<file path="src/rtl/uart_tx_arbiter.sv">
// uart_tx_arbiter: round-robin sharing of one uart_tx serializer among N_SRC
// byte sources. A grant is held until the source marks its last byte, the
// burst limit is reached, or the source stays silent for HOLD_TIMEOUT cycles.
module uart_tx_arbiter #(
    parameter int unsigned N_SRC        = 4,
    parameter int unsigned IDW          = 2,
    parameter int unsigned MAX_BURST    = 16,
    parameter int unsigned HOLD_TIMEOUT = 8680,
    parameter int unsigned BUSY_WAIT    = 8
) (
    input  logic                 clk,
    input  logic                 rst,
    input  logic [N_SRC-1:0]     src_valid,
    input  logic [8*N_SRC-1:0]   src_data,
    input  logic [N_SRC-1:0]     src_last,
    output logic [N_SRC-1:0]     src_ready,
    output logic                 tx_start,
    output logic [7:0]           tx_data,
    input  logic                 tx_busy,
    output logic                 grant_valid,
    output logic [IDW-1:0]       grant_id,
    output logic                 hold_abort,
    output logic                 err_busy_to
);

    localparam int unsigned BCW = (MAX_BURST > 0)    ? $clog2(MAX_BURST + 1)    : 1;
    localparam int unsigned HCW = (HOLD_TIMEOUT > 0) ? $clog2(HOLD_TIMEOUT + 1) : 1;
    localparam int unsigned WCW = (BUSY_WAIT > 0)    ? $clog2(BUSY_WAIT + 1)    : 1;

    localparam logic [BCW-1:0] BURST_SAT = BCW'((MAX_BURST == 0) ? 1 : MAX_BURST);
    localparam logic [HCW-1:0] HOLD_LAST = HCW'((HOLD_TIMEOUT == 0) ? 0 : HOLD_TIMEOUT - 1);
    localparam logic [WCW-1:0] WAIT_MAX  = WCW'(BUSY_WAIT);
    localparam logic [IDW-1:0] LAST_ID   = IDW'(N_SRC - 1);

    typedef enum logic [2:0] {
        S_IDLE,
        S_ISSUE,
        S_START,
        S_WAIT_BUSY,
        S_WAIT_IDLE,
        S_HOLD
    } state_t;

    state_t           r_state;
    state_t           w_next;
    logic [IDW-1:0]   r_grant_id;
    logic             r_grant_valid;
    logic [IDW-1:0]   r_rr_ptr;
    logic [7:0]       r_tx_data;
    logic             r_last_q;
    logic [BCW-1:0]   r_burst_cnt;
    logic [HCW-1:0]   r_hold_cnt;
    logic [WCW-1:0]   r_wait_cnt;

    logic [2*N_SRC-1:0] w_dbl;
    logic [N_SRC-1:0]   w_rot;
    logic               w_pick_found;
    logic [IDW-1:0]     w_pick_id;
    logic               w_sel_valid;
    logic [7:0]         w_sel_data;
    logic               w_sel_last;
    logic               w_burst_full;
    logic               w_busy_to;
    logic               w_hold_to;
    logic               w_release;

    // Round-robin pick: rotate valids so rr_ptr sits at bit 0, take the lowest set bit
    always_comb begin
        logic [IDW:0] sum;
        w_dbl        = {src_valid, src_valid};
        w_rot        = N_SRC'(w_dbl >> r_rr_ptr);
        w_pick_found = 1'b0;
        w_pick_id    = '0;
        sum          = '0;
        for (int unsigned k = 0; k < N_SRC; k++) begin
            if (!w_pick_found && w_rot[k]) begin
                w_pick_found = 1'b1;
                sum = {1'b0, r_rr_ptr} + (IDW+1)'(k);
                if (sum >= (IDW+1)'(N_SRC)) begin
                    sum = sum - (IDW+1)'(N_SRC);
                end
                w_pick_id = sum[IDW-1:0];
            end
        end
    end

    // Mux the granted source's valid/data/last
    always_comb begin
        w_sel_valid = 1'b0;
        w_sel_data  = '0;
        w_sel_last  = 1'b0;
        for (int unsigned k = 0; k < N_SRC; k++) begin
            if (IDW'(k) == r_grant_id) begin
                w_sel_valid = src_valid[k];
                w_sel_data  = src_data[8*k +: 8];
                w_sel_last  = src_last[k];
            end
        end
    end

    // Release and timeout conditions shared by next-state, outputs and datapath
    always_comb begin
        w_burst_full = (MAX_BURST != 0) && (r_burst_cnt == BURST_SAT);
        w_busy_to    = (r_state == S_WAIT_BUSY) && !tx_busy && (r_wait_cnt == WAIT_MAX);
        w_hold_to    = (r_state == S_HOLD) && !w_sel_valid && (r_hold_cnt == HOLD_LAST);
        w_release    = ((r_state == S_WAIT_IDLE) && !tx_busy && (r_last_q || w_burst_full))
                       || w_hold_to;
    end

    // State register
    always_ff @(posedge clk or posedge rst) begin
        if (rst) begin
            r_state <= S_IDLE;
        end else begin
            r_state <= w_next;
        end
    end

    // Next-state logic
    always_comb begin
        w_next = r_state;
        case (r_state)
            S_IDLE:      if (w_pick_found) w_next = S_ISSUE;
            S_ISSUE:     w_next = S_START;
            S_START:     w_next = S_WAIT_BUSY;
            S_WAIT_BUSY: if (tx_busy || w_busy_to) w_next = S_WAIT_IDLE;
            S_WAIT_IDLE: begin
                if (!tx_busy) begin
                    if (w_release)        w_next = S_IDLE;
                    else if (w_sel_valid) w_next = S_ISSUE;
                    else                  w_next = S_HOLD;
                end
            end
            S_HOLD: begin
                if (w_sel_valid)    w_next = S_ISSUE;
                else if (w_hold_to) w_next = S_IDLE;
            end
            default:     w_next = S_IDLE;
        endcase
    end

    // Output decode
    always_comb begin
        src_ready = '0;
        if (r_state == S_ISSUE) begin
            for (int unsigned k = 0; k < N_SRC; k++) begin
                src_ready[k] = (IDW'(k) == r_grant_id);
            end
        end
        tx_start    = (r_state == S_START);
        hold_abort  = w_hold_to;
        err_busy_to = w_busy_to;
        grant_valid = r_grant_valid;
        grant_id    = r_grant_id;
        tx_data     = r_tx_data;
    end

    // Grant, captured byte, round-robin pointer and saturating counters
    always_ff @(posedge clk or posedge rst) begin
        if (rst) begin
            r_grant_id    <= '0;
            r_grant_valid <= 1'b0;
            r_rr_ptr      <= '0;
            r_tx_data     <= '0;
            r_last_q      <= 1'b0;
            r_burst_cnt   <= '0;
            r_hold_cnt    <= '0;
            r_wait_cnt    <= '0;
        end else begin
            if ((r_state == S_IDLE) && w_pick_found) begin
                r_grant_id    <= w_pick_id;
                r_grant_valid <= 1'b1;
                r_burst_cnt   <= '0;
            end
            if (r_state == S_ISSUE) begin
                r_tx_data <= w_sel_data;
                r_last_q  <= w_sel_last;
                if (r_burst_cnt != BURST_SAT) begin
                    r_burst_cnt <= r_burst_cnt + 1'b1;
                end
            end
            if (w_release) begin
                r_grant_valid <= 1'b0;
                r_rr_ptr      <= (r_grant_id == LAST_ID) ? '0 : r_grant_id + 1'b1;
            end
            if (r_state == S_WAIT_BUSY) begin
                if (r_wait_cnt != WAIT_MAX) r_wait_cnt <= r_wait_cnt + 1'b1;
            end else begin
                r_wait_cnt <= '0;
            end
            if (r_state == S_HOLD) begin
                if (r_hold_cnt != HOLD_LAST) r_hold_cnt <= r_hold_cnt + 1'b1;
            end else begin
                r_hold_cnt <= '0;
            end
        end
    end

endmodule

</file>
<file path="config.mk">
export PLATFORM = sky130hd
export DESIGN_NAME = uart_tx_arbiter
export DESIGN_NICKNAME = d
export VERILOG_FILES = /design/src/rtl/uart_tx_arbiter.sv
export SDC_FILE = /design/constraint.sdc
export NUM_CORES = 1
export LEC_CHECK = 0
export BUFFER_PORTS_ARGS = -buffer_cell sky130_fd_sc_hd__buf_2
export CORE_MARGIN = 1.5
export CORE_UTILIZATION = 53
export CTS_CLUSTER_DIAMETER = 50
export CTS_CLUSTER_SIZE = 16
export DETAILED_ROUTE_END_ITERATION = 16
export PLACE_DENSITY = 0.88
export SYNTH_ARGS = -nofsm -noshare
export SYNTH_HDL_FRONTEND = slang
export SYNTH_SLANG_ARGS = --single-unit
</file>
<file path="constraint.sdc">
create_clock -name clk -period 2.4 [get_ports clk]
set_input_delay 0.36 -clock clk [delete_from_list [all_inputs] [get_ports clk]]
set_output_delay 0.36 -clock clk [all_outputs]
set_load 0.02 [all_outputs]
</file>
==> impl_metrics.py, run 1 <==
metrics = {
    "route": {
        "wirelength_mm": 5.35,
        "drt_pre_antenna_iters": 4,
        "drt-initial-drc-count": 144,
        "drcViolationCount": 0,
        "routed-via-count": 2146,
        "wl_per_cell_um": 14.4,
        "vias_per_cell": 5.77,
        "ant_nets": 0,
    },
    "critical_path": {
        "worst-path-buf-inv": 2,
        "timing.critical_path.cells": "inv_1 > ha_1 > a211oi_1 > a211oi_2 > nor3_2 > buf_2",
        "ff2ff_setup_slack_ps": 420,
        "cp-end-kind": "primary output",
        "slowest_stage": "dfrtp_2",
        "worst_path_largest_cell_delay_ps": 410,
        "rr_worst_depth": 6,
        "worst-endpoint-arrival_ps": 1900,
        "critPathMaxFanout": 6,
        "worst_setup_path_start_kind": "flop",
        "rr_startpoint": "grant_id[0]",
        "critPathKind": "reg2out",
        "worst-endpoint-required_ps": 2040,
        "worstReg2RegEnd": "r_rr_ptr[1]",
        "path_delay_family": "compound AO/OA/AOI/OAI gates",
    },
    "clock_tree": {
        "cts.htree.levels": 2,
        "cts_buffers": 5,
        "cts_buffer_depth": 2,
        "tritoncts": "done",
        "clock_latency_ps": 290,
        "cts_root_buf": "clkbuf_8",
        "path_clk_slew_ps": 70,
        "ctsHoldBuffers": 0,
        "cts_num_sinks": 40,
    },
    "placed_design": {
        "io_buffers": 60,
        "place_congestion": 0.798,
        "dp.final_hpwl_mm": 3.96,
    },
    "job": {
        "drv_cap": 0,
    },
    "global_route": {
        "track_usage_pct": 23.6,
        "grt_pass1_wl_mm": 9.54,
        "grt_max_degree": 41,
        "grt_pass1_vias": 2157,
        "antenna_found_initial": 0,
        "grt_overflow": 0,
    },
    "floorplan": {
        "core_um2": 4380,
        "row_count": 24,
        "dieArea_um2": 4980,
        "start_util_pct": 55.2,
        "die_w_um": 70.6,
        "pin_count": 61,
        "die_y_um": 70.6,
    },
    "power_and_ir_drop": {
        "power_uw": 2980,
        "internal_power_uw": 1760,
        "seq_power_share_pct": 35.7,
        "p_per_area_nw_per_um2": 1030,
        "pwr-share-comb_pct": 46.3,
        "max-vdd-ir-drop_mv": 0.849,
        "net-switching-power_uw": 1220,
        "clockPowerShare_pct": 17.9,
        "switching_share_pct": 40.9,
        "p_leak_uw": 0.00133,
    },
    "final_layout": {
        "n_antenna_cell": 0,
        "drive_gt1_share_pct": 27.8,
        "synthToLayoutAreaGrowth_pct": 19.9,
        "nNetsFinal": 371,
    },
    "timing": {
        "setup_violations": 0,
        "fin_crit_ps": 2260,
        "clock.fmax_mhz": 442,
        "hold_viol": 0,
        "setup_tns_ps": 0,
        "relSlewSlack_pct": 55.2,
        "maxSlewViolCount": 0,
        "whs_ps": 177,
        "period_share_pct": 94.2,
        "rsz0062_at_grt": "false",
        "tightest_slew_ps": 667,
        "final.setup_skew_ps": 6.22,
    },
    "yosys": {
        "synth_edf_count": 0,
        "yosys_warnings": 0,
        "yosysUniqueCellTypes": 50,
        "synth.most_common_cell": "dfrtp_1",
        "synthFlopType": "dfrtp_1",
        "postSynthAreaPerCell_um2": 9.42,
        "synthTopCellsByArea": "dfrtp_1 41%, nor2_1 5.1%, ha_1 4.7%",
        "ys_ff_latch": 40,
        "async_flop_share_pct": 100,
        "synth_nets": 309,
        "netlist_instances": 257,
        "syn_area_um2": 2420,
        "yosysSeqAreaShare_pct": 41.3,
        "yosysTopAreaCell": "dfrtp_1",
        "synth_common_cells": "40 x dfrtp_1, 33 x nor2_1, 21 x inv_1",
        "synth_top_area_share_pct": 41.3,
    },
    "worst_hold_path": {
        "min_path_type": "in2async",
    },
    "outcome": {
        "status": "complete, no violations",
    },
}
logic make-up (layout without fill, tap and decap cells):
| family | count (synthesis) | after routing | share of synthesized area, % |
|---|---|---|---|
| AND/OR/NAND/NOR | 97 | 97 | 22.9 |
| AO/OA/AOI/OAI | 58 | 58 | 17.6 |
| flip-flops | 40 | 40 | 41.3 |
| buffers and inverters | 33 | 96 | 5.27 |
| XOR/XNOR | 13 | 13 | 4.70 |
| adder cells (fa/ha/maj) | 9 | 9 | 4.65 |
| multiplexers | 7 | 7 | 3.46 |
what timing repair did:
action | 4_1_cts | 5_1_grt
setup buffers | 0 | 0
setup endpoints to repair | 0 | 1
gates resized for setup | 0 | 2
worst max-delay path by stage:
| stage | start | endpoint | slack, ps | cells after the start |
|---|---|---|---|---|
| after floorplan | grant_id[0] | hold_abort | 310 | 5 |
| after global placement | grant_id[0] | hold_abort | 480 | 6 |
| after detailed placement | grant_id[0] | hold_abort | 360 | 6 |
| after CTS | grant_id[0] | hold_abort | 20 | 6 |
| after global routing | grant_id[0] | hold_abort | 60 | 6 |
| final | grant_id[0] | hold_abort | 140 | 6 |
state kept, by name, indices dropped and copies added (netlist names):
register,cells
grant_id,2
grant_valid,1
r_burst_cnt,5
r_hold_cnt,14
r_last_q,1
r_rr_ptr,2
r_state,3
r_wait_cnt,4
tx_data,8
worst reg2reg max path, cell delays in order, from the launching register on:
cell and delay, ps:
dfrtp_2 410, inv_1 80, ha_1 240, a211oi_1 280, a211oi_2 180, o31ai_4 350
mux2_4 330
layout make-up:
class / count / area [µm²]
clock buffer: 6 / 72.6
clock inverter: 2 / 35.0
fill: 337 / 1480
inverter: 21 / 78.8
multi-input combinational: 184 / 1300
sequential: 40 / 1000
tap: 52 / 65.1
timing repair buffer: 67 / 353
power groups by stage:
| stage | Clock, µW | Sequential [µW] | Combinational [µW] |
|---|---|---|---|
| floorplan | 0 | 1110 | 951 |
| global placement | 0 | 1060 | 1340 |
| detailed placement | 0 | 1070 | 1390 |
| CTS | 550 | 1060 | 1390 |
| global route | 582 | 1090 | 1530 |
| finish | 535 | 1070 | 1380 |
metrics by stage:
step / util (%) / worst slack [ps] / area [µm²] / cells
after floorplan: - / 307 / 2420 / 257
after global placement: 63.6 / 485 / 2790 / 364
after detailed placement: 63.6 / 355 / 2790 / 364
after CTS: 66.1 / 23.9 / 2900 / 372
after global routing: 66.2 / 59.5 / 2900 / 372
final: 66.2 / 140 / 2900 / 372
cell usage in the layout, fill, tap and decap left out, drive strengths merged, types with 5 or more instances in the layout:
| cell type | Yosys | routed |
|---|---|---|
| a221oi | 10 | 10 |
| clkbuf | 11 | 6 |
| a211o | 9 | 9 |
| nand3 | 6 | 6 |
| o21ai | 9 | 9 |
| xnor2 | 5 | 5 |
| mux2 | 5 | 5 |
| buf | 1 | 67 |
| dfrtp | 40 | 40 |
| a31oi | 10 | 10 |
| nand4 | 6 | 6 |
| xor2 | 8 | 8 |
| a21oi | 9 | 9 |
| nand2 | 16 | 16 |
| nor2 | 33 | 33 |
| inv | 21 | 21 |
| nor3 | 7 | 7 |
| ha | 9 | 9 |
routing by layer:
layer	share of wire [%]	vias up	track usage, %
li1	-	1048	-
met1	45	1030	30.2
met2	50	62	40.4
met3	3.4	6	4.27
met4	1.1	0	8.39
met5	0	-	0
Power figures use the tool's default switching activity.
==> inputs of run 2 (changes only) <==
--- a/config.mk
+++ b/config.mk
@@ -12,6 +12,7 @@
 export CTS_CLUSTER_SIZE = 16
 export DETAILED_ROUTE_END_ITERATION = 16
 export PLACE_DENSITY = 0.88
+export REMOVE_ABC_BUFFERS = 1
 export SYNTH_ARGS = -nofsm -noshare
 export SYNTH_HDL_FRONTEND = slang
 export SYNTH_SLANG_ARGS = --single-unit
==> run 2 against run 1 <==
  * Register-to-register slack better by 40 ps
  * Total power is 1.0% lower
  * Sequential power hardly changed
  * Global-route usage is 0.59 points higher
  * Cell area is 0.39% lower
  * Clock skew is 4.6 ps higher
  * Core utilization is 0.26 points lower
  * Critical path type unchanged
  * Largest power group unchanged
==> impl_metrics.py, run 2 (synthesis results as in run 1) <==
metrics = {
    "outcome": {
        "status": "complete, no violations",
    },
    "global_route": {
        "grt_pass1_vias": 2140,
        "grt_pass1_wl_mm": 9.69,
        "track_usage_pct": 24.2,
        "antenna_found_initial": 0,
        "grt_max_degree": 41,
        "grt_overflow": 0,
    },
    "worst_hold_path": {
        "min_path_type": "in2async",
    },
    "clock_tree": {
        "cts_buffers": 5,
        "clock_latency_ps": 300,
        "path_clk_slew_ps": 80,
        "tritoncts": "done",
        "cts.htree.levels": 2,
        "cts_root_buf": "clkbuf_8",
        "cts_buffer_depth": 2,
        "cts_setup_buffers": 0,
        "cts_num_sinks": 40,
    },
    "timing": {
        "setup_violations": 0,
        "fin_crit_ps": 2300,
        "hold_viol": 0,
        "setup_tns_ps": 0,
        "tightest_slew_ps": 645,
        "period_share_pct": 95.8,
        "rsz0062_at_grt": "false",
        "relSlewSlack_pct": 56.6,
        "maxSlewViolCount": 0,
        "final.setup_skew_ps": 10.9,
        "clock.fmax_mhz": 435,
    },
    "final_layout": {
        "synthToLayoutAreaGrowth_pct": 19.5,
        "largest_register_ffs": 14,
        "final_core_util_pct": 66.0,
        "final_cell_area_um2": 2890,
        "n_antenna_cell": 0,
        "final_cell_mix": "60 x buf_2, 39 x dfrtp_1, 33 x nor2_1",
        "regMostFlops": "r_hold_cnt",
        "stdcell_count": 371,
        "fillers": 372,
        "nNetsFinal": 371,
        "drive_gt1_share_pct": 27.9,
        "final_common_cell": "buf_2",
    },
    "critical_path": {
        "worst_path_largest_cell_delay_ps": 420,
        "ff2ff_setup_slack_ps": 460,
        "critPathKind": "reg2out",
        "rr_worst_depth": 6,
        "critPathMaxFanout": 4,
        "timing.critical_path.cells": "inv_1 > ha_1 > nand3b_1 > a211oi_2 > nor3_1 > buf_2",
        "slowest_stage": "dfrtp_1",
        "worst-endpoint-required_ps": 2040,
        "worst_setup_path_start_kind": "flop",
        "worst-endpoint-arrival_ps": 1940,
        "cp-end-kind": "primary output",
    },
    "placed_design": {
        "io_buffers": 60,
        "placed_cells": 364,
        "dp.final_hpwl_mm": 4.07,
        "place_congestion": 0.811,
        "place_area_um2": 2790,
    },
    "power_and_ir_drop": {
        "seq_power_share_pct": 36.0,
        "switching_share_pct": 41.8,
        "p_leak_uw": 0.00132,
        "p_per_area_nw_per_um2": 1020,
        "internal_power_uw": 1720,
        "clockPowerShare_pct": 16.6,
        "net-switching-power_uw": 1230,
        "pwr-share-comb_pct": 47.4,
        "max-vdd-ir-drop_mv": 0.602,
    },
    "route": {
        "wirelength_mm": 5.60,
        "drcViolationCount": 0,
        "drt-initial-drc-count": 95,
        "vias_per_cell": 5.80,
        "wl_per_cell_um": 15.1,
        "routed-via-count": 2152,
        "drt_pre_antenna_iters": 4,
        "ant_nets": 0,
    },
    "floorplan": {
        "core_um2": 4380,
        "row_count": 24,
        "start_util_pct": 55.2,
        "pin_count": 61,
        "dieArea_um2": 4980,
        "die_y_um": 70.6,
        "die_w_um": 70.6,
    },
    "job": {
        "drv_cap": 0,
    },
}
-- run 2: cell count changes in the layout (fill, tap and decap cells not counted) --
cell       change
clkbuf_8       +2
clkbuf_1       -1
nor3_2         -1
a211oi_1       -1
clkinv_2       -1
a211oi_2       +1
nor3_1         +1
bufinv_16      -1
-- run 2: critical path, delay by kind of cell (launching register included) --
family                     cells  cell delay (ps)
adders and majority gates      1              240
buffers and inverters          2              280
DFF                            1              420
and+or+nand+nor                2              310
AOI/OAI and AO/OA              1              390
-- run 2: final timing paths --
kind | startpoint | endpoint
max in group asynchronous | rst | grant_id[0]
worst max register to register | grant_id[1] | r_rr_ptr[1]
worst max-delay path | grant_id[1] | hold_abort
worst min register to register | r_burst_cnt[4] | r_burst_cnt[4]
min in group clk | src_data[28] | tx_data[4]
worst min-delay path | rst | r_hold_cnt[6]
-- run 2: metrics by stage --
| stage | total power, µW | hold WS (ps) | worst slack (ps) |
|---|---|---|---|
| 2_1_floorplan | 2020 | 450 | 92.0 |
| 3_3_place_gp | 2400 | 477 | 476 |
| 3_5_place_dp | 2460 | 504 | 416 |
| 4_1_cts | 2960 | 188 | 67.9 |
| 5_1_grt | 3180 | 224 | 19.8 |
| 6_report | 2950 | 168 | 102 |
-- run 2: cell type report --
| class | instances | area [µm²] | share of cell area [%] |
|---|---|---|---|
| Clock buffer | 7 | 96.3 | 3.33 |
| Inverter | 21 | 78.8 | 2.72 |
| Multi-Input combinational cell | 184 | 1300 | 44.9 |
| Sequential cell | 40 | 1000 | 34.6 |
| Tap cell | 52 | 65.1 | 2.25 |
| Timing Repair Buffer | 67 | 353 | 12.2 |
-- run 2: power groups by stage --
stage / sequential [µW] / combinational, µW / clock (µW)
2_1_floorplan: 1140 / 874 / 0
3_3_place_gp: 1060 / 1340 / 0
3_5_place_dp: 1070 / 1390 / 0
4_1_cts: 1060 / 1400 / 499
5_1_grt: 1100 / 1560 / 524
6_report: 1060 / 1400 / 490
-- run 2: metal layers --
layer	track usage, %	wire length, µm
met1	30.9	2460
met2	40.7	2810
met3	5.27	229
met4	8.81	102
met5	0	0
-- run 2: timing repair --
item | in CTS | in global routing
endpoints found under the setup margin | 0 | 1
resized for setup | 0 | 2
hold buffers | 0 | 0
==> inputs of run 3 (changes only) <==
==> config.mk (replaced) <==
export PLATFORM = sky130hd
export DESIGN_NAME = uart_tx_arbiter
export DESIGN_NICKNAME = d
export VERILOG_FILES = /design/src/rtl/uart_tx_arbiter.sv
export SDC_FILE = /design/constraint.sdc
export NUM_CORES = 1
export LEC_CHECK = 0
export CORE_MARGIN = 1.5
export CORE_UTILIZATION = 55
export CTS_CLUSTER_DIAMETER = 50
export CTS_CLUSTER_SIZE = 16
export DETAILED_ROUTE_END_ITERATION = 16
export DONT_BUFFER_PORTS = 1
export PLACE_DENSITY = 0.78
export REMOVE_ABC_BUFFERS = 1
export SKIP_CTS_REPAIR_TIMING = 1
export SYNTH_ARGS = -nofsm -noshare
export SYNTH_HDL_FRONTEND = slang
export SYNTH_SLANG_ARGS = --single-unit
==> run 3 against run 2 <==
  * Sequential share of layout area grew 3.9 points
  * Total power shrank 6.6%
  * Hold slack lost 100 ps
  * Critical path depth is the same
  * Largest cell class unchanged
  * Global-route usage shrank 3.4 points
  * First-iteration DRC count grew 23%
  * Register-to-register slack lost 50 ps
  * Largest power group is now registers
  * Via count shrank 14%
  * Cell count shrank 16%
  * Clock-buffer cell count shrank 1
==> impl_metrics.py, run 3 (synthesis results as in run 1) <==
metrics = {
    "critical_path": {
        "critPathMaxFanout": 4,
        "critPathKind": "reg2out",
        "worst-endpoint-required_ps": 2040,
        "slowest_stage": "dfrtp_2",
        "timing.critical_path.cells": "inv_1 > ha_1 > nand3b_1 > a211oi_4 > nor3_1 > buf_4",
        "worst_setup_path_start_kind": "flop",
        "worst_path_largest_cell_delay_ps": 450,
        "cp-end-kind": "primary output",
        "worst-endpoint-arrival_ps": 1910,
    },
    "power_and_ir_drop": {
        "max-vdd-ir-drop_mv": 1.03,
        "seq_power_share_pct": 42.5,
        "power_uw": 2760,
        "clockPowerShare_pct": 15.3,
        "net-switching-power_uw": 1170,
        "p_leak_uw": 0.00109,
        "internal_power_uw": 1590,
        "p_per_area_nw_per_um2": 1060,
        "switching_share_pct": 42.3,
        "pwr-share-comb_pct": 42.2,
    },
    "final_layout": {
        "fillers": 362,
        "synthToLayoutAreaGrowth_pct": 7.44,
        "regMostFlops": "r_hold_cnt",
        "largest_register_ffs": 14,
        "nNetsFinal": 314,
        "final_common_cell": "dfrtp_1",
        "n_antenna_cell": 0,
        "final_cell_mix": "39 x dfrtp_1, 33 x nor2_1, 21 x inv_1",
        "final_cell_area_um2": 2600,
        "stdcell_count": 312,
        "drive_gt1_share_pct": 11.8,
    },
    "clock_tree": {
        "path_clk_slew_ps": 70,
        "cts.htree.levels": 2,
        "tritoncts": "done",
        "cts_buffer_depth": 2,
        "cts_root_buf": "clkbuf_8",
        "clock_latency_ps": 290,
        "cts_buffers": 5,
        "cts_num_sinks": 40,
    },
    "route": {
        "wirelength_mm": 4.62,
        "routed-via-count": 1857,
        "drt_pre_antenna_iters": 4,
        "wl_per_cell_um": 14.8,
        "drcViolationCount": 0,
        "ant_nets": 0,
        "drt-initial-drc-count": 117,
        "vias_per_cell": 5.95,
    },
    "timing": {
        "setup_tns_ps": 0,
        "relSlewSlack_pct": 55.1,
        "tightest_slew_ps": 668,
        "rsz0062_at_grt": "false",
        "maxSlewViolCount": 0,
        "period_share_pct": 94.8,
        "setup_violations": 0,
        "fin_crit_ps": 2270,
        "hold_viol": 0,
        "clock.fmax_mhz": 440,
        "final.setup_skew_ps": 3.85,
    },
    "placed_design": {
        "place_area_um2": 2510,
        "io_buffers": 0,
        "place_congestion": 0.768,
        "dp.final_hpwl_mm": 3.33,
        "placed_cells": 305,
    },
    "floorplan": {
        "core_um2": 4120,
        "die_w_um": 69.3,
        "die_y_um": 69.3,
        "row_count": 23,
        "pin_count": 61,
        "start_util_pct": 58.8,
        "dieArea_um2": 4810,
    },
    "global_route": {
        "grt_max_degree": 41,
        "grt_pass1_vias": 1825,
        "antenna_found_initial": 0,
        "grt_pass1_wl_mm": 8.20,
        "grt_overflow": 0,
        "track_usage_pct": 20.8,
    },
    "worst_hold_path": {
        "min_path_type": "in2async",
    },
    "job": {
        "drv_cap": 0,
    },
    "outcome": {
        "status": "complete, no violations",
    },
}
[run 3: cell count changes in the layout (fill, tap and decap cells not counted)]
| cell | previous run | this run |
|---|---|---|
| buf_2 | 60 | 0 |
| buf_4 | 7 | 10 |
| clkinv_2 | 0 | 1 |
| a211oi_4 | 0 | 1 |
| clkbuf_8 | 7 | 5 |
| clkbuf_1 | 0 | 1 |
| a211oi_2 | 2 | 1 |
[run 3: per-layer routing]
metal | vias to the layer above | GRT usage, % | share of wire (%)
met1 | 876 | 28.8 | 48
li1 | 934 | - | -
met4 | 0 | 8.50 | 1.8
met3 | 8 | 4.36 | 4.5
met2 | 39 | 31.6 | 45
met5 | - | 0 | 0
[run 3: worst max-delay path: cells and delay by family, from the launching register on]
| kind | cells | cell delay, ps |
|---|---|---|
| compound gates | 1 | 360 |
| fa+ha+maj | 1 | 220 |
| buf+inv | 2 | 270 |
| flops | 1 | 450 |
| simple gates | 2 | 320 |
[run 3: power groups by stage]
stage               clock network [µW]  logic [µW]  registers [µW]
detailed placement                   0        1140            1180
finish                             421        1160            1170
floorplan                            0         874            1140
CTS                                431        1140            1170
global route                       458        1310            1200
global placement                     0        1120            1180
[run 3: worst paths after layout]
path | from | endpoint | slack, ps | depth (start not counted)
worst min register to register | r_burst_cnt[4] | r_burst_cnt[4] | 490 | 1
worst max register to register | grant_id[0] | r_rr_ptr[0] | 410 | 6
min in group clk | src_data[29] | tx_data[5] | 220 | 2
worst min-delay path | rst | tx_data[7] | 70 | 2
worst max-delay path | grant_id[1] | hold_abort | 130 | 6
max in group asynchronous | rst | grant_id[1] | 1970 | 2
[run 3: area by class of cell]
type                            instances  area (µm²)  share of cell area [%]
Timing Repair Buffer                   10        75.1                    2.89
Clock buffer                            6        72.6                    2.79
Inverter                               21        78.8                    3.03
Clock inverter                          1        5.00                   0.192
Sequential cell                        40        1000                    38.5
Multi-Input combinational cell        184        1310                    50.2
Tap cell                               50        62.6                    2.41
[run 3: metrics by stage]
stage	hold slack, ps	utilization, %	worst slack (ps)
after floorplan	450	-	92.0
after CTS	87.1	62.9	-4.58
final	66.7	63.2	125
after global placement	408	61.0	364
after detailed placement	402	61.0	305
after global routing	119	63.2	27.0
